## config.mk

```make
export PLATFORM = sky130hd
export DESIGN_NAME = onehot_pulse_decoder
export DESIGN_NICKNAME = d
export VERILOG_FILES = /design/src/rtl/onehot_dec_pkg.sv /design/src/rtl/onehot_dec_comb.sv /design/src/rtl/onehot_pulse_decoder.sv
export SDC_FILE = /design/constraint.sdc
export NUM_CORES = 1
export LEC_CHECK = 0
export ABC_AREA = 1
export BUFFER_PORTS_ARGS = -buffer_cell sky130_fd_sc_hd__buf_2
export CAP_MARGIN = 20
export CELL_PAD_IN_SITES_DETAIL_PLACEMENT = 0
export CELL_PAD_IN_SITES_GLOBAL_PLACEMENT = 1
export CORE_AREA = 2 2 39 41
export CTS_CLUSTER_SIZE = 16
export DETAILED_ROUTE_END_ITERATION = 7
export DIE_AREA = 0 0 41 43
export GPL_TIMING_DRIVEN = 0
export PLACE_DENSITY = 0.72
export SLEW_MARGIN = 30
export SYNTH_ARGS = -nofsm -noshare
export SYNTH_HDL_FRONTEND = slang
export SYNTH_SLANG_ARGS = --single-unit
```

## constraint.sdc

```tcl
create_clock -name clk -period 0.9 [get_ports clk]
set_input_delay 0.18 -clock clk [delete_from_list [all_inputs] [get_ports clk]]
set_output_delay 0.18 -clock clk [all_outputs]
set_load 0.01 [all_outputs]
```

## src/rtl/onehot_dec_pkg.sv

```systemverilog
// Shared state encoding and one-hot helper for onehot_pulse_decoder.
// States are plain logic constants so older tools and netlists read them the same way.
package onehot_dec_pkg;

  // Widest encoded index the helper supports.
  localparam int unsigned MaxN = 8;

  typedef logic state_t;

  localparam state_t StIdle = 1'b0;
  localparam state_t StHold = 1'b1;

  function automatic logic [2**MaxN-1:0] onehot(input logic [MaxN-1:0] code);
    logic [2**MaxN-1:0] vec;
    vec       = '0;
    vec[code] = 1'b1;
    return vec;
  endfunction

endpackage

```

## src/rtl/onehot_dec_comb.sv

```systemverilog
// Pure combinational N-to-2^N decoder built on the package onehot() helper.
module onehot_dec_comb
  import onehot_dec_pkg::*;
#(
  parameter int unsigned N = 2
) (
  input  logic [N-1:0]    code,
  output logic [2**N-1:0] onehot_vec
);

  logic [2**MaxN-1:0] full_vec;

  assign full_vec   = onehot(MaxN'(code));
  assign onehot_vec = full_vec[2**N-1:0];

  // Upper bits are always zero for an N-bit code.
  if (N < MaxN) begin : g_hi
    logic unused_hi;
    assign unused_hi = ^full_vec[2**MaxN-1:2**N];
  end

endmodule

```

## src/rtl/onehot_pulse_decoder.sv

```systemverilog
// Registered one-hot strobe generator: each accepted code is shown for HOLD cycles.
// Optional ONEHOT_DEC_BACK2BACK_EN lets a new request reload on the last hold cycle.
module onehot_pulse_decoder
  import onehot_dec_pkg::*;
#(
  parameter int unsigned N    = 2,
  parameter int unsigned HOLD = 4
) (
  input  logic            clk,
  input  logic            rst_n,
  input  logic            in_valid,
  input  logic [N-1:0]    in_code,
  output logic            in_ready,
  output logic [2**N-1:0] out,
  output logic            out_valid,
  output logic            busy
);

  localparam int unsigned     CntW    = (HOLD > 1) ? $clog2(HOLD) : 1;
  localparam logic [CntW-1:0] CntLoad = CntW'(HOLD - 1);

  state_t            state_q, state_d;
  logic [CntW-1:0]   cnt_q, cnt_d;
  logic [2**N-1:0]   out_q, out_d;
  logic [2**N-1:0]   dec_vec;
  logic              accept;

  onehot_dec_comb #(
    .N (N)
  ) u_dec (
    .code       (in_code),
    .onehot_vec (dec_vec)
  );

`ifdef ONEHOT_DEC_BACK2BACK_EN
  assign in_ready = (state_q == StIdle) || (cnt_q == '0);
`else
  assign in_ready = (state_q == StIdle);
`endif

  assign accept = in_valid && in_ready;

  always_comb begin
    state_d = state_q;
    cnt_d   = cnt_q;
    out_d   = out_q;
    if (accept) begin
      state_d = StHold;
      cnt_d   = CntLoad;
      out_d   = dec_vec;
    end else if (state_q == StHold) begin
      if (cnt_q != '0) begin
        cnt_d = cnt_q - 1'b1;
      end else begin
        state_d = StIdle;
        out_d   = '0;
      end
    end
  end

  always_ff @(posedge clk or negedge rst_n) begin
    if (!rst_n) begin
      state_q <= StIdle;
      cnt_q   <= '0;
      out_q   <= '0;
    end else begin
      state_q <= state_d;
      cnt_q   <= cnt_d;
      out_q   <= out_d;
    end
  end

  assign out       = out_q;
  assign out_valid = (state_q == StHold);
  assign busy      = out_valid;

endmodule

```

==> impl_results.md <==
* Synth Cell Area at 343 um2
* Pleak at 0.341 nW
* CP Launch Type: flop
* Root Buffer: clkbuf_4
* Area delta synth->final at 90.1%
* Chip height at 43 um
* Worst-path clk slew at 0.05 ns
* Port Buffers at 11
* Inserted Clock Buffers at 3
* Hold Fails Final Rpt at 0
* Hold WC Path Type: input port to flop
* DR DRC count at 0
* Worst EP required at 0.72 ns
* Vias per inst at 4.33
* Placer Congestion at 0.707
* RSZ-0062 raised after global routing: true
* Gr ovfl total at 0
* CP max stage cell: dfrtp_2
* Total I/O pin count at 12
* Final wirelength at 857 um
* Mean area per synthesized cell at 8.36 um2
* Setup CP Type: flop to primary output
* Sw Pwr at 0.916 mW
* Core area at 0.00138 mm2
* Buf+Inv Stages, Crit Path at 2
* Mapped Cells at 41
* TritonRoute pass-1 iters at 4
* Clock Sinks at 7
* Reg power frac at 25.3%
* Failing checks: setup timing
* CP Max Fanout at 5
* Crit-path cells: buf_6, buf_6
* Pre-CTS setup slack at -0.0776 ns
* Pwr/cell area at 3480 mW/mm2
* Bufs on Longest Clock Path at 2
* Worst path top cell family by delay: flip-flops
* Fin. max-slew vios at 0
* Status: complete, but fails checks
* Filler cells at 141
* Reg2reg end: cnt_q[1]
* Fin crit share at 122%
* Combinational fraction of design power at 62.3%
* Final Net Count at 74
* Worst Hold Depth at 3
* Worst r2r src: cnt_q[1]
* Largest net degree at the start of global routing at 9
* GRT Overall Usage at 12.3%
* Peak supply drop at 0.00139 V
* Critical Path Source: busy
* Post-DP HPWL at 520 um
* Synth area leaders: dfrtp_1 51%, nand3_1 16%, nand2_1 11%, ha_1 7.3%, inv_1 6.6%
* Synth Net Count at 48
* Relative slew margins at 89.6%
* Clock share of power at 12.3%
* Hold Path End: out[1]
* CTS tree: yes
* Worst slew pin tran at 0.156 ns
* Unique masters post-synth at 9
* Setup ws final at -0.197 ns
* Share of layout cells above drive strength 1 at 69.7%
* Antenna violations before repair at 0
* Initial Util at 24.8%
* Max H-tree Level at 1
* Final Setup Violations at 13
* Vias in the first global route at 363
* Crit end category: primary output
* WHS at 0.210 ns
* Sequential share of the synthesized area at 51.1%
* Most used cell, CP: buf_6
* Share of the synthesized area in the top cell type at 51.1%
* Int Power at 1.35 mW
* FF+latch count, synth at 7
* Routed WL per cell at 10.5 um
* Yosys warning count at 0
* Routed Antenna Nets at 0
* Die area at 0.00176 mm2
* Hold path start: in_code[0]
* CP max stage delay at 0.44 ns
* Diode count at 0
* R2R Setup Slk at -0.09 ns
* Final Critical Period at 1.10 ns
* Worst Path Arrival at 0.92 ns
* Largest area contributor in the netlist: dfrtp_1
* Sw frac at 40.4%
* Clk Latency, worst-skew pair at 0.25 ns
* Iteration-0 DRC count of the detailed router at 3
* First-pass GRT wire length at 1420 um
* DIE WIDTH at 41 um
* Routed via count at 355
* Worst-case reg-to-reg path depth at 7
* Max_cap viols at 0
* Row count at 14
* Clock skew at 0.00563 ns
* F_max at 912 MHz
[registers in the layout (all words and copies together) (netlist names)]
name,count
out,4
cnt_q,2
busy,1
[cells in the mapped netlist]
| master | number |
|---|---|
| dfrtp_1 | 7 |
| nand2_1 | 10 |
| nor2_1 | 1 |
| inv_1 | 6 |
| nand3_1 | 11 |
| buf_4 | 1 |
| inv_2 | 1 |
| nand2_2 | 2 |
| ha_1 | 2 |
[cell usage in the layout (no fill, tap or decap)]
cell type,count
inv_4,1
buf_4,8
nor2_4,1
ha_4,2
nand2_8,1
dfrtp_1,6
nand3_1,3
clkbuf_4,3
buf_2,9
nand3_2,8
buf_6,4
nand2_2,3
dlygate4sd3_1,1
nand2_4,2
inv_2,3
inv_1,3
dfrtp_2,1
nand2_1,6
clkbuf_1,1
[worst min-delay path, cell delays in order]
cell     delay [ns]
buf_2          0.12
nand3_2        0.07
nand2_2        0.04
[power groups by stage]
stage                     Clock, mW  Combinational, mW  Sequential, mW
after floorplan                   0              0.495           0.628
after global placement            0              0.764           0.587
after detailed placement          0              0.786           0.592
after CTS                     0.297               1.32           0.574
after global routing          0.320               1.59           0.588
final                         0.280               1.41           0.575
[cells by family after synthesis]
kind of cell	Yosys count	synth area share (%)
flip-flops	7	51.1
AND/OR/NAND/NOR	24	31.8
buffers and inverters	8	9.85
adder cells (fa/ha/maj)	2	7.30
[per-stage QoR]
step                instance area [um2]  power (mW)  cells  setup TNS (ns)  util (%)
detailed placement                  437        1.38     68          -0.362      31.6
global placement                    437        1.35     68          -0.302      31.6
finish                              652        2.27     82          -0.917      47.1
CTS                                 627        2.19     79          -0.989      45.3
global route                        652        2.50     82           -1.60      47.1
floorplan                           362        1.12     41         -0.0272         -
[worst max-delay path by stage]
stage,slack [ns],cells after the start,to
after floorplan,-0.007,7,cnt_q[1]
after detailed placement,-0.08,7,cnt_q[1]
after CTS,-0.20,2,out_valid
after global routing,-0.25,2,out_valid
after global placement,-0.06,5,out[3]
final,-0.20,2,out_valid
[routing by layer]
layer,vias up,wire (um),track usage (%)
met5,-,0,0
met1,165,373,14.2
met3,2,34,3.14
met4,0,7,6.00
li1,180,-,-
met2,8,441,20.0
[final cells by class]
class	instances	area, um2	area share (%)
well taps	16	20.0	3.07
inverters	7	28.8	4.41
flip-flops and latches	7	176	27.1
repair buffers	21	149	22.8
clock buffers	4	26.3	4.03
plain buffers	1	11.3	1.73
multi-input cells	26	240	36.9
[repair_timing]
| item | 4_1_cts | 5_1_grt |
|---|---|---|
| setup endpoints to repair | 13 | 14 |
| resized for setup | 22 | 1 |
| hold endpoints to repair | 7 | 0 |
| pin swaps | 11 | 2 |
| gates cloned | 0 | 0 |
| buffers inserted | 6 | 3 |
| hold buffers | 1 | 0 |
No activity file was read; power rests on OpenSTA's default activity.
